===== config.mk =====
export PLATFORM = sky130hd
export DESIGN_NAME = wb_port_arbiter
export DESIGN_NICKNAME = d
export VERILOG_FILES = /design/src/rtl/wb_port_arbiter.sv
export SDC_FILE = /design/constraint.sdc
export NUM_CORES = 1
export LEC_CHECK = 0
export ABC_AREA = 1
export CAP_MARGIN = 20
export CORE_MARGIN = 4
export CORE_UTILIZATION = 38
export DETAILED_ROUTE_END_ITERATION = 8
export PLACE_DENSITY = 0.78
export SLEW_MARGIN = 30
export SYNTH_ARGS = -nofsm -noshare
export SYNTH_HDL_FRONTEND = slang
export SYNTH_SLANG_ARGS = --single-unit
export TNS_END_PERCENT = 50

===== constraint.sdc =====
create_clock -name clk -period 1.5 [get_ports clk]
set_input_delay 0.15 -clock clk [delete_from_list [all_inputs] [get_ports clk]]
set_output_delay 0.15 -clock clk [all_outputs]
set_load 0.01 [all_outputs]

===== src/rtl/wb_port_arbiter.sv =====
// wb_port_arbiter: shares the register-file write port between the pipeline (A) and the long-latency unit (B)
// Ports:
//   clk, rst_n                       clock, asynchronous active-low reset
//   a_valid/a_ready, a_rd            port A handshake and destination register
//   a_exc_data, a_mem_data, a_is_load   port A execute/load result and load select
//   b_valid/b_ready, b_rd, b_data    port B handshake, destination register and result
//   rf_wen, rf_waddr, rf_wdata, rf_src  registered register-file write and winning port
//   perf_wb_a, perf_wb_b             per-port handshake counters (wrapping)
module wb_port_arbiter #(
    parameter int XLEN       = 64,
    parameter int STARVE_MAX = 4,
    parameter int CNT_W      = 3,
    parameter int PERF_W     = 32
) (
    input  logic              clk,
    input  logic              rst_n,
    input  logic              a_valid,
    output logic              a_ready,
    input  logic [4:0]        a_rd,
    input  logic [XLEN-1:0]   a_exc_data,
    input  logic [XLEN-1:0]   a_mem_data,
    input  logic              a_is_load,
    input  logic              b_valid,
    output logic              b_ready,
    input  logic [4:0]        b_rd,
    input  logic [XLEN-1:0]   b_data,
    output logic              rf_wen,
    output logic [4:0]        rf_waddr,
    output logic [XLEN-1:0]   rf_wdata,
    output logic              rf_src,
    output logic [PERF_W-1:0] perf_wb_a,
    output logic [PERF_W-1:0] perf_wb_b
);
    localparam logic [CNT_W-1:0] SMAX = CNT_W'(STARVE_MAX);
    logic [CNT_W-1:0] starve_cnt;
    logic             hs;
    logic [4:0]       sel_rd;
    logic [XLEN-1:0]  sel_data;
    // A wins ties until B has waited STARVE_MAX cycles
    assign b_ready  = b_valid && (!a_valid || starve_cnt == SMAX);
    assign a_ready  = a_valid && !b_ready;
    assign hs       = a_ready || b_ready;
    assign sel_rd   = b_ready ? b_rd : a_rd;
    assign sel_data = b_ready ? b_data : (a_is_load ? a_mem_data : a_exc_data);
    always_ff @(posedge clk or negedge rst_n) begin
        if (!rst_n) begin
            rf_wen     <= 1'b0;
            rf_waddr   <= '0;
            rf_wdata   <= '0;
            rf_src     <= 1'b0;
            perf_wb_a  <= '0;
            perf_wb_b  <= '0;
            starve_cnt <= '0;
        end else begin
            rf_wen <= hs && sel_rd != 5'd0;
            if (hs) begin
                rf_waddr <= sel_rd;
                rf_wdata <= sel_data;
                rf_src   <= b_ready;
            end
            if (a_ready) perf_wb_a <= perf_wb_a + 1'b1;
            if (b_ready) perf_wb_b <= perf_wb_b + 1'b1;
            starve_cnt <= (!b_valid || b_ready) ? '0 :
                          (starve_cnt == SMAX) ? starve_cnt : starve_cnt + 1'b1;
        end
    end
endmodule


### Word-level counts from Yosys, hierarchy flattened

Cells that the tools add are included.

* bits in registers: 138
* input bits: 207

* $add $sub $neg: 3
* eq/ne operators: 2
* mux-type cells: 5
* reductions and logical operators: 10

Operators with widths (number)
* 64-bit 2-to-1 mux: 2
* 32-bit by 1-bit adder with 32-bit output, second input constant: 2
* 3-bit 2-to-1 mux: 2
* 5-bit 2-to-1 mux: 1
* 5-bit nonzero test: 1
* 3-bit by 1-bit adder with 3-bit output, second input constant: 1
* 3-bit equality test, second input constant: 1
* 1-bit logical AND: 3
* 1-bit zero test: 3
* 1-bit logical OR: 3
* 2-bit inequality test, second input constant: 1

### Depth between registers and ports, before layout

* depth after elaboration: 7
* depth in mapped cells: 11

### Worst setup path before layout

Ideal clock, no wire load.

* kind: reg-to-reg
* start point: reg starve_cnt[0]
* end point: reg rf_wen
* path slack: -126 ps
* arrival: 1495 ps
* path buffers: 1
* setup time: 130 ps
* stages on the path, launching flop included: 11
* period minus slack after synthesis: 1626 ps
* cells stage by stage: dfrtp_1 > inv_1 > ha_1 > nand2_1 > nand2_1 > nand2_1 > buf_2 > o21ai_0 > nand2_1 > nor2_1 > nor2_1

* word-level cells in the longest chain between the ends: 7

Ends and longest elaborated chain
* start, declared: RTL line 35 `logic [CNT_W-1:0] starve_cnt;`
* start signal, assigned: RTL line 63 `starve_cnt <= (!b_valid || b_ready) ? '0 :`
* 3-bit equality test (*): RTL line 40 `assign b_ready = b_valid && (!a_valid || starve_cnt == SMAX);`
* 1-bit logical OR (*): RTL line 40
* 1-bit logical AND (*): RTL line 40
* parallel branches: the longest is 3 deep, another holds 5-bit 2-to-1 mux
* 1-bit logical AND (*): RTL line 55 `rf_wen <= hs && sel_rd != 5'd0;`
* end signal, assigned: RTL line 47 `rf_wen <= 1'b0;`
* end signal, assigned: RTL line 55
* end, declared: RTL line 27 `output logic rf_wen,`

Every way passes the cells marked *.
A chain may end at the register's enable or synchronous reset.

### Worst setup path after layout

* start point: reg starve_cnt[1]
* end point: reg perf_wb_b[25]

* word-level cells in the longest chain between the ends: 3

Ends and longest elaborated chain
* 3-bit equality test: RTL line 40
* 1-bit logical OR: RTL line 40
* 1-bit logical AND: RTL line 40
* end signal, assigned: RTL line 62 `if (b_ready) perf_wb_b <= perf_wb_b + 1'b1;`
* end, declared: RTL line 32 `output logic [PERF_W-1:0] perf_wb_b`

No other way between the ends.

==> metrics.md <==
| Metric | Value |
|---|---|
| Crit path max fanout | `5` |
| Initial antenna violation count | `0` |
| Placed Cells incl. Taps | `between 1500 and 2000` |
| NetSw | `0.00339 W` |
| Fraction of registers with async set/reset | `100%` |
| Residual DRC | `0` |
| Worst r2r path cells | `11` |
| Clk pin slew, worst setup/hold paths | `0.06 ns` |
| Average size of a mapped cell | `8.32 um2` |
| Final Net Count | `between 1500 and 2000` |
| Pin count of the biggest net entering global routing | `50` |
| Worst VDD drop | `between 0.8 and 0.9 mV` |
| Antenna cells | `0` |
| Dpl ws | `-0.280 ns` |
| H-tree Lvls | `4` |
| Initial DRC count | `around 440` |
| Worst-skew pair later-pin latency | `between 0.4 and 0.5 ns` |
| Synth cell types | `25` |
| RSZ-0062 raised after global routing | `yes` |
| Internal power | `around 0.009 W` |
| Commonest register cell after synthesis | `dfrtp_1` |
| First-pass GRT wire length | `~43 mm` |
| Final Non-Filler Cells | `about 1600` |
| Gr ovfl total | `0` |
| Area delta synth->final | `78.2%` |
| CTS Buffer Depth | `2` |
| Status | `finished, violations left` |
| Die H | `~150 um` |
| CTS tree | `done` |
| 1st-pass router iterations | `5` |
| CTS Sinks | `138` |
| CTS root buf | `clkbuf_16` |
| Final setup margin | `-0.257 ns` |
| Row count | `50` |
| DP Wirelength | `just over 20 mm` |
| Input/output buffers | `roughly 340` |
| Synth Instances | `around 900` |
| Startpoint types | `flip-flop` |
| Sequential area share after synthesis | `about 47%` |
| Syn. warnings | `0` |
| Tot Pwr | `~0.012 W` |
| WL per Instance | `18.3 um` |
| Max_cap viols | `0` |
| Crit path DAT | `between 2 and 2.5 ns` |
| Die width | `approximately 150 um` |
| Number of synthesized flops with an enable pin | `0` |
| Worst setup EP type | `flip-flop` |
| Worst rel slew slack | `65.8%` |
| Fin. max-slew vios | `0` |
| Fill count | `1420` |
| Share of layout cells above drive strength 1 | `about 17%` |
| Sw Ratio | `between 20 and 30%` |
| Clock Power Share | `about two fifths` |
| DR vias/cell | `between 5 and 6` |
| Pleak | `6.35 nW` |
| Clk_skew | `about 0.0071 ns` |
| Fin area | `approximately 13000 um2` |
| Final setup fails | `130` |
| Vias in the first global route | `8056` |
| Die area | `between 20000 and 25000 um2` |
| DR vias | `about 7900` |
| Max Fclk | `~570 MHz` |
| Initial cell density of the core | `slightly below 40%` |
| Shortest clock period the worst path allows after layout | `roughly 1.8 ns` |
| Worst-margin pin slew | `0.511 ns` |
| Synth Cell Area | `between 7000 and 8000 um2` |
| Critical path class | `flip-flop to flip-flop` |
| RD Place Congestion | `about 0.86` |
| FF-to-FF setup slack | `-0.26 ns` |
| Core area | `~19000 um2` |
| Placed cell areas | `roughly 12000 um2` |
| Final hold vios | `0` |
| Worst Hold Class | `input pin to async pin` |
| GR Util All Layers | `roughly 25%` |
| Reg-to-Reg Start | `starve_cnt[1]$_DFFE_PN0P_` |
| Crit Reg-Reg Endpoint | `perf_wb_b[25]$_DFFE_PN0P_` |
| Seq pwr share | `a little over a third` |
| Failing checks | `negative setup slack` |
| Num CTS Buffers | `17` |
| Tcrit/Tclk final | `117%` |
| Flip-flop and latch count after synthesis | `~140` |
| Syn nets | `1091` |
| Comb pwr share | `25.6%` |
| Final wirelength | `28.8 mm` |
| Critical Path RT | `1.81 ns` |
| Ports | `~340` |
| Power Density | `around 930 nW/um2` |
| Routed Antenna Nets | `0` |
[layout by cell type, fill, tap and decap left out, types with 4 or more instances in the layout]
master	n
buf_12	17
buf_16	4
buf_4	47
buf_6	21
bufinv_16	5
clkbuf_16	19
clkdlybuf4s50_1	212
dfrtp_1	125
dfrtp_2	13
dlygate4sd2_1	98
dlymetal6s2s_1	29
inv_1	65
inv_2	5
mux2i_1	64
nand2_1	281
nand2_2	16
nand2_4	9
nand3_1	28
nand3_2	11
nand3b_1	11
nand4_1	23
nor2_1	46
nor2_2	6
nor2_4	16
nor3_1	7
nor3_2	5
o211ai_1	64
o21ai_2	4
xnor2_1	7
xor2_1	18
[timing repair]
| item | CTS | global route |
|---|---|---|
| resized for setup | 207 | 87 |
| gates cloned | 9 | 2 |
| hold endpoints to repair | 138 | 0 |
| setup buffers | 13 | 12 |
| pin swaps | 35 | 61 |
| setup endpoints to repair | 230 | 165 |
| hold buffers | 1 | 0 |
[kinds of logic after synthesis]
| logic type | Yosys count | share of synthesized area [%] |
|---|---|---|
| and+or+nand+nor | 466 | 26.5 |
| DFF | 138 | 47.2 |
| AOI/OAI and AO/OA | 77 | 7.69 |
| buffers and inverters | 103 | 5.88 |
| xor gates and xnor gates | 28 | 3.35 |
| adders and majority gates | 4 | 0.684 |
| muxes | 64 | 8.75 |
[power by group through the flow]
stage               Sequential (W)  Clock, W  Combinational (W)
floorplan                  0.00465         0           0.000749
global placement           0.00443         0            0.00300
detailed placement         0.00444         0            0.00304
CTS                        0.00437   0.00472            0.00305
global route               0.00442   0.00489            0.00334
finish                     0.00438   0.00467            0.00311
[registers in the layout, summed over array words and instances (netlist names)]
register / cells
perf_wb_a: 32
perf_wb_b: 32
rf_src: 1
rf_waddr: 5
rf_wdata: 64
rf_wen: 1
starve_cnt: 3
[metrics by stage]
step	setup TNS (ns)	hold WS [ns]	utilization [%]
2_1_floorplan	-2.89	-0.146	-
3_3_place_gp	-20.65	0.0610	61.3
3_5_place_dp	-24.29	0.0565	61.3
4_1_cts	-20.23	0.188	67.5
5_1_grt	-27.02	0.190	69.3
6_report	-15.04	0.180	69.3
[critical path, stage by stage, from the launching register on]
cell and delay [ns]:
dfrtp_1 0.38, inv_2 0.07, ha_4 0.14, nand2_4 0.05, a21oi_4 0.21, buf_6 0.15, buf_6 0.12, nand2_8 0.07
nor2_4 0.22, nand3_2 0.12, nand2_2 0.08, nand2_1 0.05
[synthesized netlist by cell type (all sizes together), types with 12 or more instances]
cell type  instances  share of area, %
nand2            307                16
dfrtp            138                47
inv               70               3.6
nor2              67               3.6
mux2i             64               8.8
o211ai            64               6.6
nand3             41               2.8
nand4             23               2.0
buf               21               1.7
xor2              18               2.2
nor3              14              0.96
clkbuf            12              0.62
[worst max path at each step]
stage | start | end | slack [ns] | cells past startpoint
6_report | starve_cnt[1]$_DFFE_PN0P_ | perf_wb_b[25]$_DFFE_PN0P_ | -0.26 | 11
3_5_place_dp | b_valid | perf_wb_b[4]$_DFFE_PN0P_ | -0.28 | 8
3_3_place_gp | b_valid | perf_wb_b[4]$_DFFE_PN0P_ | -0.25 | 8
4_1_cts | starve_cnt[1]$_DFFE_PN0P_ | a_ready | -0.26 | 7
5_1_grt | starve_cnt[1]$_DFFE_PN0P_ | perf_wb_b[25]$_DFFE_PN0P_ | -0.36 | 11
2_1_floorplan | starve_cnt[0]$_DFFE_PN0P_ | perf_wb_b[2]$_DFFE_PN0P_ | -0.05 | 6
[cell type report]
class	instances	area [um2]	area share [%]
well taps	260	325	2.49
flip-flops and latches	138	3470	26.6
multi-input cells	640	3880	29.8
inverters	70	263	2.01
clock inverters	14	218	1.67
repair buffers	432	4460	34.2
clock buffers	18	429	3.29
[per-layer routing]
metal	share of wire [%]	vias up	routed length, um	track usage, %
li1	-	3756	-	-
met1	38	3792	11100	30.1
met2	52	351	15000	44.6
met3	7.3	50	2110	6.42
met4	2.3	0	650	7.95
met5	0	-	0	0
Note: power is estimated with default switching activity, not from simulation.
